`src/rtl/object_pixel_mapper_pkg.sv`:
```
// Shared object-state definitions: coordinate width, field indices and
// the packed object record exchanged with the upstream object controller.
package object_pixel_mapper_pkg;

   localparam int COORD_W = 11;

   localparam int IMG_ID = 0;
   localparam int X      = 1;
   localparam int Y      = 2;
   localparam int WIDTH  = 3;
   localparam int HEIGHT = 4;

   typedef logic [0:4][0:COORD_W-1] object_state_t;

endpackage

```
`src/rtl/object_pixel_mapper_if.sv`:
```
// Pixel/object bus between the video timing source and the mapper.
// master: drives frame_start, object_state, pixel stream; slave: returns results.
interface object_pixel_mapper_if #(
   parameter int COORD_W = 11
);

   logic                       frame_start;
   logic [0:4][0:COORD_W-1]    object_state;
   logic                       pixel_valid;
   logic [COORD_W-1:0]         pixelX;
   logic [COORD_W-1:0]         pixelY;
   logic                       valid_out;
   logic                       draw_request;
   logic [COORD_W-1:0]         offsetX;
   logic [COORD_W-1:0]         offsetY;
   logic [COORD_W-1:0]         img_id_out;

   modport master (
      output frame_start, object_state, pixel_valid, pixelX, pixelY,
      input  valid_out, draw_request, offsetX, offsetY, img_id_out
   );

   modport slave (
      input  frame_start, object_state, pixel_valid, pixelX, pixelY,
      output valid_out, draw_request, offsetX, offsetY, img_id_out
   );

endinterface

```
`src/rtl/object_pixel_mapper_span_check.sv`:
```
// One-axis span test: hit when start <= coord < start+len (no wrap).
// Ports: start_i, len_i, coord_i -> hit_o, offset_o = coord - start.
module span_check #(
   parameter int W = 11
) (
   input  logic [W-1:0] start_i,
   input  logic [W-1:0] len_i,
   input  logic [W-1:0] coord_i,
   output logic         hit_o,
   output logic [W-1:0] offset_o
);

   // One extra bit so start+len never wraps back onto the screen.
   logic [W:0] end_w;

   assign end_w    = {1'b0, start_i} + {1'b0, len_i};
   assign hit_o    = (coord_i >= start_i) && ({1'b0, coord_i} < end_w);
   assign offset_o = coord_i - start_i;

endmodule

```
`src/rtl/object_pixel_mapper.sv`:
```
// Maps screen pixels to bitmap offsets of a single frame-latched object.
// Ports: clk, reset (async high), bus (slave): pixel in, 2-cycle result out.
module object_pixel_mapper #(
   parameter int COORD_W = 11,
   parameter bit WRAP_Y  = 1'b1
) (
   input  logic                 clk,
   input  logic                 reset,
   object_pixel_mapper_if.slave bus
);

   import object_pixel_mapper_pkg::*;

   localparam logic [0:0] ST_DISARMED = 1'b0;
   localparam logic [0:0] ST_ARMED    = 1'b1;

   logic [0:4][0:COORD_W-1] shadow_q;
   logic [0:4][0:COORD_W-1] shadow_d;
   logic [0:0]              st_q;
   logic [0:0]              st_d;

   logic                    hit_x;
   logic                    hit_y;
   logic [COORD_W-1:0]      off_x;
   logic [COORD_W-1:0]      off_y;

   logic                    s1_valid_q, s1_valid_d;
   logic                    s1_draw_q,  s1_draw_d;
   logic [COORD_W-1:0]      s1_offx_q,  s1_offx_d;
   logic [COORD_W-1:0]      s1_offy_q,  s1_offy_d;
   logic [COORD_W-1:0]      s1_img_q,   s1_img_d;

   logic                    s2_valid_q;
   logic                    s2_draw_q;
   logic [COORD_W-1:0]      s2_offx_q;
   logic [COORD_W-1:0]      s2_offy_q;
   logic [COORD_W-1:0]      s2_img_q;

   // Shadow and arm state only change on frame_start; the pixel of that
   // same cycle still sees the previous values.
   always_comb begin
      shadow_d = shadow_q;
      st_d     = st_q;
      if (bus.frame_start) begin
         shadow_d = bus.object_state;
         st_d     = ST_ARMED;
      end
   end

   span_check #(.W(COORD_W)) u_span_x (
      .start_i  (shadow_q[X]),
      .len_i    (shadow_q[WIDTH]),
      .coord_i  (bus.pixelX),
      .hit_o    (hit_x),
      .offset_o (off_x)
   );

   if (WRAP_Y) begin : g_wrap
      logic [COORD_W-1:0] dy;
      logic [COORD_W-1:0] mask;
      // Height is a power of two, so the modulo reduces to a mask.
      assign dy    = bus.pixelY - shadow_q[Y];
      assign mask  = shadow_q[HEIGHT] - {{(COORD_W-1){1'b0}}, 1'b1};
      assign hit_y = (shadow_q[HEIGHT] != '0);
      assign off_y = dy & mask;
   end else begin : g_span
      span_check #(.W(COORD_W)) u_span_y (
         .start_i  (shadow_q[Y]),
         .len_i    (shadow_q[HEIGHT]),
         .coord_i  (bus.pixelY),
         .hit_o    (hit_y),
         .offset_o (off_y)
      );
   end

   always_comb begin
      s1_valid_d = bus.pixel_valid;
      s1_draw_d  = bus.pixel_valid && (st_q == ST_ARMED) && hit_x && hit_y;
      s1_offx_d  = off_x;
      s1_offy_d  = off_y;
      s1_img_d   = shadow_q[IMG_ID];
   end

   always_ff @(posedge clk or posedge reset) begin
      if (reset) begin
         shadow_q   <= '0;
         st_q       <= ST_DISARMED;
         s1_valid_q <= 1'b0;
         s1_draw_q  <= 1'b0;
         s1_offx_q  <= '0;
         s1_offy_q  <= '0;
         s1_img_q   <= '0;
         s2_valid_q <= 1'b0;
         s2_draw_q  <= 1'b0;
         s2_offx_q  <= '0;
         s2_offy_q  <= '0;
         s2_img_q   <= '0;
      end else begin
         shadow_q   <= shadow_d;
         st_q       <= st_d;
         s1_valid_q <= s1_valid_d;
         s1_draw_q  <= s1_draw_d;
         s1_offx_q  <= s1_offx_d;
         s1_offy_q  <= s1_offy_d;
         s1_img_q   <= s1_img_d;
         s2_valid_q <= s1_valid_q;
         s2_draw_q  <= s1_draw_q;
         s2_offx_q  <= s1_offx_q;
         s2_offy_q  <= s1_offy_q;
         s2_img_q   <= s1_img_q;
      end
   end

   assign bus.valid_out    = s2_valid_q;
   assign bus.draw_request = s2_draw_q;
   assign bus.offsetX      = s2_offx_q;
   assign bus.offsetY      = s2_offy_q;
   assign bus.img_id_out   = s2_img_q;

endmodule

```
`src/flat_wrapper.sv`:
```
// flat-port wrapper written by rule: the top's interface ports become plain ports
module object_pixel_mapper_flat import object_pixel_mapper_pkg::*;
#(
   parameter int COORD_W = 11,
   parameter bit WRAP_Y  = 1'b1
)
  (clk, reset, bus_frame_start, bus_object_state, bus_pixel_valid, bus_pixelX, bus_pixelY, bus_valid_out, bus_draw_request, bus_offsetX, bus_offsetY, bus_img_id_out);
  object_pixel_mapper_if #(.COORD_W(COORD_W)) bus_i ();
  input  logic clk;
  input  logic reset;
  input wire logic [$bits(bus_i.frame_start)-1:0] bus_frame_start;
  input wire logic [$bits(bus_i.object_state)-1:0] bus_object_state;
  input wire logic [$bits(bus_i.pixel_valid)-1:0] bus_pixel_valid;
  input wire logic [$bits(bus_i.pixelX)-1:0] bus_pixelX;
  input wire logic [$bits(bus_i.pixelY)-1:0] bus_pixelY;
  output wire logic [$bits(bus_i.valid_out)-1:0] bus_valid_out;
  output wire logic [$bits(bus_i.draw_request)-1:0] bus_draw_request;
  output wire logic [$bits(bus_i.offsetX)-1:0] bus_offsetX;
  output wire logic [$bits(bus_i.offsetY)-1:0] bus_offsetY;
  output wire logic [$bits(bus_i.img_id_out)-1:0] bus_img_id_out;
  assign bus_i.frame_start = bus_frame_start;
  assign bus_i.object_state = bus_object_state;
  assign bus_i.pixel_valid = bus_pixel_valid;
  assign bus_i.pixelX = bus_pixelX;
  assign bus_i.pixelY = bus_pixelY;
  assign bus_valid_out = bus_i.valid_out;
  assign bus_draw_request = bus_i.draw_request;
  assign bus_offsetX = bus_i.offsetX;
  assign bus_offsetY = bus_i.offsetY;
  assign bus_img_id_out = bus_i.img_id_out;
  object_pixel_mapper #(.COORD_W(COORD_W), .WRAP_Y(WRAP_Y)) u_core (.clk(clk), .reset(reset), .bus(bus_i));
endmodule
```
`config.mk`:
```
export PLATFORM = sky130hd
export DESIGN_NAME = object_pixel_mapper_flat
export DESIGN_NICKNAME = d
export VERILOG_FILES = /design/src/rtl/object_pixel_mapper_pkg.sv /design/src/rtl/object_pixel_mapper_if.sv /design/src/rtl/object_pixel_mapper_span_check.sv /design/src/rtl/object_pixel_mapper.sv /design/src/flat_wrapper.sv
export SDC_FILE = /design/constraint.sdc
export NUM_CORES = 1
export LEC_CHECK = 0
export CAP_MARGIN = 5
export CELL_PAD_IN_SITES_DETAIL_PLACEMENT = 1
export CELL_PAD_IN_SITES_GLOBAL_PLACEMENT = 2
export CORE_ASPECT_RATIO = 1.2
export CORE_UTILIZATION = 36
export CTS_CLUSTER_DIAMETER = 50
export DETAILED_ROUTE_END_ITERATION = 6
export GPL_ROUTABILITY_DRIVEN = 0
export GPL_TIMING_DRIVEN = 1
export PLACE_DENSITY_LB_ADDON = 0.2
export SYNTH_ARGS = -nofsm -noshare
export SYNTH_HDL_FRONTEND = slang
export SYNTH_SLANG_ARGS = --single-unit
```
`constraint.sdc`:
```
create_clock -name clk -period 8.65 [get_ports clk]
set_clock_uncertainty 0.15 [all_clocks]
set_input_delay 1.2975 -clock clk [delete_from_list [all_inputs] [get_ports clk]]
set_output_delay 1.2975 -clock clk [all_outputs]
set_load 0.02 [all_outputs]
```
Word-level counts from Yosys, hierarchy flattened
Cells that the tools add are included.
Operators by class
  $add $sub $neg: 4
  magnitude comparators: 2
  bitwise gates (word level): 1
  reduce and logical (&&, ||, !) cells: 5
Operators by type and width (count)
  $sub 11x11->11: 2
  $add 11x11->12: 1
  $lt 11x12->1: 1
  $and 11x11->11: 1
  $ge 11x11->1: 1
  $reduce_bool 11->1: 1
  $sub 11x1->11 const B: 1
  $logic_and 1x1->1: 4
Word-level totals
  register bits after elaboration: 126

Longest topological paths before layout
Gate-level depths: netlist of the first run.
  depth after elaboration: 5
  mapped depth: 13

Hierarchy
A second synthesis of the first run with hierarchy kept.
Unflattened totals
  cell total of the unflattened synthesis: 483
  area, all modules: 5798.1 um^2
By module, submodules not included
  object_pixel_mapper: times used 1, cells each 311, area an instance 4539.4 um^2, seq. area each 3153.0 um^2
  span_check: times used 1, cells each 172, area an instance 1258.7 um^2, seq. area each 0.0 um^2

Least setup slack after synthesis of the first run
OpenSTA, ideal clock, no wires.
  path kind: register to register
  start: reg u_core.shadow_q[33] (netlist name)
  end: reg u_core.s1_draw_q
  library setup time: 0.066 ns
  arrival time: 2.733 ns
  path slack: 5.701 ns
  stages on the path, launching flop included: 12
  path buffers: 0
  cell sequence: dfrtp_1 > ha_1 > fa_1 > a21oi_1 > o21ai_1 > a2111oi_2 > nor2_1 > xnor2_1 > ha_1 > a2111o_1 > a31oi_1 > o31a_1
On the way
  longest elaborated chain between the ends: 5
  elaborated cells between the ends (all ways): 6
RTL lines
  from (decl): RTL line object_pixel_mapper.sv:17  | logic [0:4][0:COORD_W-1] shadow_q;
  from (signal assigned): RTL line object_pixel_mapper.sv:99  | shadow_q <= shadow_d;
  $add 11x11->12: RTL line object_pixel_mapper_span_check.sv:16  | assign end_w = {1'b0, start_i} + {1'b0, len_i};
  $lt 11x12->1: RTL line object_pixel_mapper_span_check.sv:17  | assign hit_o = (coord_i >= start_i) && ({1'b0, coord_i} < end_w);
  $logic_and 1x1->1 (*): RTL line object_pixel_mapper_span_check.sv:17
  $logic_and 1x1->1 (*) (2 in series): RTL line object_pixel_mapper.sv:78  | s1_draw_d = bus.pixel_valid && (st_q == ST_ARMED) && hit_x && hit_y;
  net u_core.s1_draw_d: RTL line object_pixel_mapper.sv:28  | logic s1_draw_q, s1_draw_d;
  to (signal assigned): RTL line object_pixel_mapper.sv:102  | s1_draw_q <= s1_draw_d;
  to (decl): RTL line object_pixel_mapper.sv:28
The timed path passes the listed nets; every way through them passes the cells marked *.
A chain may end at the register's enable or synchronous reset.

Final worst setup path of the first run
Ends and elaborated chain as after synthesis.

==> results of run 1 <==
[synth_stat cells (4+ instances only)]
cell	number	area share (%)
sky130_fd_sc_hd__dfrtp_1	126	56
sky130_fd_sc_hd__ha_1	43	9.5
sky130_fd_sc_hd__inv_1	38	2.5
sky130_fd_sc_hd__nand2_1	35	2.3
sky130_fd_sc_hd__mux2_2	34	6.8
sky130_fd_sc_hd__o21ai_0	33	2.9
sky130_fd_sc_hd__nor2_1	24	1.6
sky130_fd_sc_hd__a21oi_1	20	1.8
sky130_fd_sc_hd__xor2_1	15	2.3
sky130_fd_sc_hd__xnor2_1	14	2.2
sky130_fd_sc_hd__nor2b_1	8	0.89
sky130_fd_sc_hd__nor3_1	8	0.71
sky130_fd_sc_hd__clkbuf_1	5	0.33
sky130_fd_sc_hd__nand3_1	5	0.44
sky130_fd_sc_hd__o21a_1	5	0.66
sky130_fd_sc_hd__a21o_1	4	0.53
sky130_fd_sc_hd__buf_1	4	0.27
sky130_fd_sc_hd__o31a_1	4	0.62
[registers in the layout, indices dropped and copies added, names as in the netlist]
signal / flops
u_core.bus.draw_request: 1
u_core.bus.img_id_out: 11
u_core.bus.offsetX: 11
u_core.bus.offsetY: 11
u_core.bus.valid_out: 1
u_core.s1_draw_q: 1
u_core.s1_img_d: 11
u_core.s1_img_q: 11
u_core.s1_offx_q: 11
u_core.s1_offy_q: 11
u_core.s1_valid_q: 1
u_core.shadow_q: 44
u_core.st_q: 1
[cell usage in the layout (no fill, tap or decap), types with 2 or more instances in the layout]
master	Yosys	routed
sky130_fd_sc_hd__a211oi_1	2	2
sky130_fd_sc_hd__a21o_1	4	4
sky130_fd_sc_hd__a21oi_1	20	20
sky130_fd_sc_hd__a31oi_1	2	2
sky130_fd_sc_hd__and3_1	3	3
sky130_fd_sc_hd__buf_4	0	2
sky130_fd_sc_hd__bufinv_16	0	2
sky130_fd_sc_hd__clkbuf_16	0	17
sky130_fd_sc_hd__clkdlybuf4s50_1	0	114
sky130_fd_sc_hd__clkinvlp_4	0	4
sky130_fd_sc_hd__dfrtp_1	126	126
sky130_fd_sc_hd__fa_1	3	3
sky130_fd_sc_hd__ha_1	43	43
sky130_fd_sc_hd__inv_1	38	37
sky130_fd_sc_hd__inv_6	0	6
sky130_fd_sc_hd__inv_8	0	2
sky130_fd_sc_hd__mux2_2	34	34
sky130_fd_sc_hd__nand2_1	35	35
sky130_fd_sc_hd__nand2b_1	2	2
sky130_fd_sc_hd__nand3_1	5	5
sky130_fd_sc_hd__nand3b_1	3	3
sky130_fd_sc_hd__nand4_1	3	3
sky130_fd_sc_hd__nor2_1	24	24
sky130_fd_sc_hd__nor2b_1	8	8
sky130_fd_sc_hd__nor3_1	8	8
sky130_fd_sc_hd__nor4_1	2	2
sky130_fd_sc_hd__o2111ai_1	2	2
sky130_fd_sc_hd__o211ai_1	2	2
sky130_fd_sc_hd__o21a_1	5	5
sky130_fd_sc_hd__o21ai_0	33	33
sky130_fd_sc_hd__o21bai_1	2	2
sky130_fd_sc_hd__o31a_1	4	4
sky130_fd_sc_hd__or2_2	3	3
sky130_fd_sc_hd__or3_1	3	3
sky130_fd_sc_hd__xnor2_1	14	14
sky130_fd_sc_hd__xor2_1	15	15
[layout make-up]
| class | count | area (µm²) | share of cell area [%] |
|---|---|---|---|
| sequential | 126 | 3150 | 41.3 |
| tap | 204 | 255 | 3.34 |
| clock buffer | 17 | 425 | 5.57 |
| inverter | 38 | 145 | 1.90 |
| multi-input combinational | 303 | 2320 | 30.4 |
| clock inverter | 15 | 174 | 2.28 |
| timing repair buffer | 117 | 1160 | 15.2 |
[routing by layer]
layer | vias up | share of wire, % | track usage, %
li1 | 1894 | - | -
met1 | 1947 | 39 | 18.3
met2 | 77 | 56 | 32.0
met3 | 13 | 4.7 | 4.97
met4 | 0 | 1.3 | 5.87
met5 | - | 0 | 0
[power groups by stage]
stage	Clock [µW]	Combinational, µW	Sequential, µW
global route	761	441	717
CTS	736	405	710
global placement	0	392	715
floorplan	0	203	750
finish	719	397	708
detailed placement	0	402	721
[logic make-up (layout without fill, tap and decap cells)]
| kind of cell | after synthesis | in the layout |
|---|---|---|
| and+or+nand+nor | 109 | 109 |
| AOI/OAI and AO/OA | 85 | 85 |
| DFF | 126 | 126 |
| adders and majority gates | 46 | 46 |
| xor gates and xnor gates | 29 | 29 |
| buffers and inverters | 47 | 187 |
| muxes | 34 | 34 |
[how the worst min path moves through the flow]
| stage | slack [ns] | end | cells after the start |
|---|---|---|---|
| final | 0.20 | u_core.bus.offsetX[10]$_DFF_PP0_ | 0 |
| after global routing | 0.21 | u_core.bus.draw_request$_DFF_PP0_ | 0 |
| after CTS | 0.20 | u_core.bus.offsetY[0]$_DFF_PP0_ | 0 |
| after detailed placement | 0.19 | u_core.bus.offsetX[0]$_DFF_PP0_ | 0 |
| after global placement | 0.18 | u_core.bus.img_id_out[2]$_DFF_PP0_ | 0 |
| after floorplan | 0.18 | u_core.bus.draw_request$_DFF_PP0_ | 0 |
[worst max-delay path: stages, from the launching register on]
cell and delay (ns):
sky130_fd_sc_hd__dfrtp_1 0.40, sky130_fd_sc_hd__ha_1 0.22, sky130_fd_sc_hd__fa_1 0.45, sky130_fd_sc_hd__a21oi_1 0.22, sky130_fd_sc_hd__o21ai_1 0.14, sky130_fd_sc_hd__a2111oi_2 0.39
sky130_fd_sc_hd__nor2_1 0.13, sky130_fd_sc_hd__xnor2_1 0.15, sky130_fd_sc_hd__ha_1 0.29, sky130_fd_sc_hd__a2111o_1 0.40, sky130_fd_sc_hd__a31oi_1 0.18, sky130_fd_sc_hd__o31a_1 0.15
[per-stage QoR]
step	setup slack [ns]	hold slack [ns]	total power [µW]	util, %
after floorplan	3.85	0.181	952	-
after global placement	5.02	0.181	1110	46.4
after detailed placement	5.01	0.186	1120	46.4
after CTS	5.29	0.199	1850	50.4
after global routing	5.03	0.206	1920	50.4
final	5.32	0.196	1820	50.4
==> impl_metrics.tcl, run 1 <==
set metrics [dict create \
    tritoncts "done" \
    chipHeight_um 139 \
    clock_power_share_pct 39.4 \
    syn_nets 603 \
    die_w_um 116 \
    critical_path_class "reg -> reg" \
    grt_start_max_net_pins 78 \
    async_flop_share_pct 100 \
    postLayoutCellArea_um2 7630 \
    route.vias.total 3931 \
    postSynthAreaPerCell_um2 11.9 \
    grt_first_pass_wirelength_mm 21.1 \
    critical_path_required_time_ns 8.85 \
    slew_violations 0 \
    synth_compound_gate_area_share_pct 9.39 \
    timing_hold_violations_final 0 \
    max_slew.worst_pin.slew_ns 0.918 \
    fraction_of_the_mapped_netlist_area_in_adder_cells_pct 10.6 \
    largest_family_of_logic_cells_by_synthesized_area "adder cells" \
    setup.reg_to_reg.worst_slack_ns 5.32 \
    max-slew-margin-rel_pct 38.8 \
    power.switching_uw 521 \
    drt-vias-per-instance 4.79 \
    timing.final.setup_violations 0 \
    synthFlopType "sky130_fd_sc_hd__dfrtp_1" \
    finalCritPeriodShare_pct 38.5 \
    max_clock_freq_ghz 0.300 \
    comb_power_share_pct 21.8 \
    detailed_place_hpwl_mm 9.57 \
    synth_simple_gate_area_share_pct 9.79 \
    n_fill_cell 1649 \
    critical_path.endpoint_type "flop" \
    groute.usage.overall_pct 17.3 \
    p_int_uw 1300 \
    io-pin-count 116 \
    finish.net_count 730 \
    clk_latency_ns 0.42 \
    status "complete, no violations" \
    setup_repair_after_global_routing_missed_its_margin "no" \
    sequential_fraction_of_design_power_pct 38.8 \
    antenna_violating_nets_post_route 0 \
    ys.warnings.count 0 \
    port_buffers 115 \
    fin_tns_setup_ns 0 \
    crit_start "u_core.shadow_q[33]$_DFFE_PP0P_" \
    clkTransAtPathRegs_ns 0.06 \
    coreArea_um2 15100 \
    drt_pass1_iterations 4 \
    global_route.overflow_total 0 \
    initial_utilization_pct 37.3 \
    post-cts-setup-buffers 0 \
    synth.yosys.seq_area_share_pct 55.8 \
    netlist_area_um2 5650 \
    critical_path.endpoint "u_core.s1_draw_q$_DFF_PP0_" \
    place.detailed.instances 788 \
    first_global_vias 4404 \
    dieArea_um2 16200 \
    worst_hold_startpoint "u_core.s1_offx_q[10]$_DFF_PP0_" \
    syn-instance-count 476 \
    numCtsBuffers 17 \
    wl_per_cell_um 15.7 \
    clock_tree.htree_level_count 4 \
    worst_r2r_endpoint "u_core.s1_draw_q$_DFF_PP0_" \
    cts_max_path_buffers 2 \
    syn2layout_area_growth_pct 35.1 \
    vdd.ir_drop.worst_uv 127 \
    worstReg2RegStart "u_core.shadow_q[33]$_DFFE_PP0P_" \
    ff2ff_path_depth 11 \
    p_leak_uw 0.00337 \
    cts_root_buf "sky130_fd_sc_hd__clkbuf_16" \
    max_cap_viol_count 0 \
    final-instance-count-excl-fill 820 \
    holdBufCountCts 0 \
    fraction_of_synthesized_cell_area_in_xor_and_xnor_cells_pct 4.50 \
    type_of_the_tightest_min_delay_check "reg -> reg" \
    startpoint_type "flop" \
    drt_iter0_markers 139 \
    post_cts_resize_count 0 \
    diodes 0 \
    power.switching_fraction_pct 28.6 \
    synth-edff-count 0 \
    worstPathArrival_ns 3.53 \
    number_of_clock_sinks 126 \
    post-route-drc-count 0 \
    postSynthRegisterBits 126 \
    postPlaceCellArea_um2 7030 \
    power_per_cell_area_nw_per_um2 239 \
    share_of_layout_cells_above_drive_strength_1_pct 13.0 \
    finalWirelength_mm 12.9 \
    ys_types 50 \
    number_of_antenna_violations_at_the_first_check_in_global_routing 0 \
    fp-row-count 49 \
    timing.final.crit_period_ns 3.33 \
    critPathMaxFanout 3 \
    synth.mux.area_fraction_pct 6.78 \
]
(Power assumes the default switching activity.)
==> run 2, diff against run 1 <==
Settings changed: CORE_UTILIZATION 36 to 34.
Clock period 8.65 ns to 3.2 ns, I/O delays scaled along.
==> impl_metrics.tcl, run 2 (synthesis results as in run 1) <==
set metrics [dict create \
    status "complete, no violations" \
    first_global_vias 4289 \
    coreArea_um2 16200 \
    antenna_violating_nets_post_route 0 \
    port_buffers 115 \
    die_w_um 120 \
    postPlaceCellArea_um2 7070 \
    drt-vias-per-instance 4.73 \
    holdBufCountCts 0 \
    setup_repair_after_global_routing_missed_its_margin "yes" \
    syn2layout_area_growth_pct 36.7 \
    drt_iter0_markers 148 \
    max_clock_freq_ghz 0.326 \
    final-instance-count-excl-fill 832 \
    clock_tree.htree_level_count 4 \
    holdPathEnd "u_core.bus.offsetY[10]$_DFF_PP0_" \
    worst_path_largest_cell_delay_ns 0.38 \
    power_per_cell_area_nw_per_um2 635 \
    worst_hold_startpoint "u_core.s1_offy_q[10]$_DFF_PP0_" \
    route.vias.total 3935 \
    startpoint_type "flop" \
    global_route.usage.met3_pct 4.63 \
    grt_start_max_net_pins 127 \
    critical_path_class "reg -> reg" \
    fin_tns_setup_ns 0 \
    slew_violations 0 \
    diodes 0 \
    tritoncts "done" \
    number_of_flip_flops_under_the_largest_register_name 44 \
    postLayoutCellArea_um2 7720 \
    detailed_place_hpwl_mm 9.26 \
    chipHeight_um 143 \
    initial_utilization_pct 34.8 \
    worstHoldPathCells 0 \
    worst_r2r_endpoint "u_core.s1_draw_q$_DFF_PP0_" \
    finalCritPeriodShare_pct 95.8 \
    place.detailed.instances 796 \
    clkTransAtPathRegs_ns 0.06 \
    cts_max_path_buffers 2 \
    finalWirelength_mm 12.9 \
    vdd.ir_drop.worst_uv 351 \
    timing.final.crit_period_ns 3.07 \
    grt_use_met1_pct 18.3 \
    clk_latency_ns 0.42 \
    io-pin-count 116 \
    number_of_clock_sinks 126 \
    cp_slowest_cell "sky130_fd_sc_hd__dfrtp_1" \
    share_of_layout_cells_above_drive_strength_1_pct 14.4 \
    wl_per_cell_um 15.5 \
    critical_path.endpoint_type "flop" \
    max-slew-margin-rel_pct 54.4 \
    setup.reg_to_reg.worst_slack_ns 0.13 \
    ff2ff_path_depth 11 \
    worstPathArrival_ns 3.27 \
    dieArea_um2 17100 \
    p_leak_uw 0.00339 \
    global_route.overflow_total 0 \
    top_usage_layer "met2" \
    groute.usage.overall_pct 16.3 \
    grt_first_pass_wirelength_mm 21.1 \
    timing.final.setup_violations 0 \
    grt_util_met2_pct 28.2 \
    cts_root_buf "sky130_fd_sc_hd__clkbuf_16" \
    numCtsBuffers 17 \
    type_of_the_tightest_min_delay_check "reg -> reg" \
    drt_pass1_iterations 4 \
    largest-register "u_core.shadow_q" \
    layout.cells.most_common "sky130_fd_sc_hd__dfrtp_1" \
    final_core_utilization_pct 47.6 \
    total_power_uw 4910 \
    max_cap_viol_count 0 \
    worstReg2RegStart "u_core.shadow_q[33]$_DFFE_PP0P_" \
    timing_hold_violations_final 0 \
    number_of_antenna_violations_at_the_first_check_in_global_routing 0 \
    max_slew.worst_pin.slew_ns 0.684 \
    critical_path_required_time_ns 3.40 \
    critical_path.cell_chain "ha_2, fa_2, a21oi_4, o21ai_4, a2111oi_4, nor2_1, xnor2_1, ha_1, a2111o_1, a31oi_1, o31a_1" \
    post-route-drc-count 0 \
    fp-row-count 51 \
    finish.net_count 734 \
    critPathMaxFanout 2 \
    commonest_cells_after_routing_fill_and_taps_aside "126 x sky130_fd_sc_hd__dfrtp_1, 114 x sky130_fd_sc_hd__clkdlybuf4s50_1, 41 x sky130_fd_sc_hd__ha_1, 37 x sky130_fd_sc_hd__inv_1, 35 x sky130_fd_sc_hd__nand2_1" \
]
## run 2: worst max path at each step
stage	from	end	slack (ns)	cells past startpoint
finish	u_core.shadow_q[33]$_DFFE_PP0P_	u_core.s1_draw_q$_DFF_PP0_	0.13	11
global placement	u_core.shadow_q[33]$_DFFE_PP0P_	u_core.s1_draw_q$_DFF_PP0_	0.06	11
global route	u_core.shadow_q[33]$_DFFE_PP0P_	u_core.s1_draw_q$_DFF_PP0_	-0.05	11
detailed placement	u_core.shadow_q[33]$_DFFE_PP0P_	u_core.s1_draw_q$_DFF_PP0_	-0.10	11
CTS	u_core.shadow_q[33]$_DFFE_PP0P_	u_core.s1_draw_q$_DFF_PP0_	-0.01	11
floorplan	u_core.shadow_q[33]$_DFFE_PP0P_	u_core.s1_draw_q$_DFF_PP0_	0.25	11
## run 2: final cells by class
type	count	area [µm²]
Tap cell	212	265
Sequential cell	126	3150
Inverter	38	146
Clock inverter	13	140
Multi-Input combinational cell	303	2370
Timing Repair Buffer	121	1220
Fill cell	1733	8490
Clock buffer	19	433
## run 2: report_power, final
part           switching (µW)  internal [µW]  total [µW]
Clock                     722           1150        1870
Combinational             568            561        1130
Sequential               87.3           1820        1910
## run 2: what timing repair did
action,in CTS,in global routing
pin swaps,10,13
endpoints found under the setup margin,1,1
buffers inserted,2,2
resized for setup,5,6
endpoints found under the hold margin,0,0
## run 2: per-layer routing
metal  share of wire (%)  up-vias
met4                 2.7        0
li1                    -     1904
met3                 4.5       21
met1                  40     1924
met5                   0        -
met2                  53       86
## run 2: through the flow
step | hold WS [ns] | setup WS, ns
CTS | 0.197 | -0.00979
global route | 0.202 | -0.0538
detailed placement | 0.186 | -0.103
floorplan | 0.181 | 0.251
finish | 0.195 | 0.135
global placement | 0.181 | 0.0589
## run 2: worst max-delay path, delay by kind of cell, from the launching register on
kind,cells,cell delay [ns]
AO/OA/AOI/OAI,6,1.28
XOR/XNOR,1,0.20
adder cells (fa/ha/maj),3,0.87
flip-flops,1,0.38
AND/OR/NAND/NOR,1,0.10
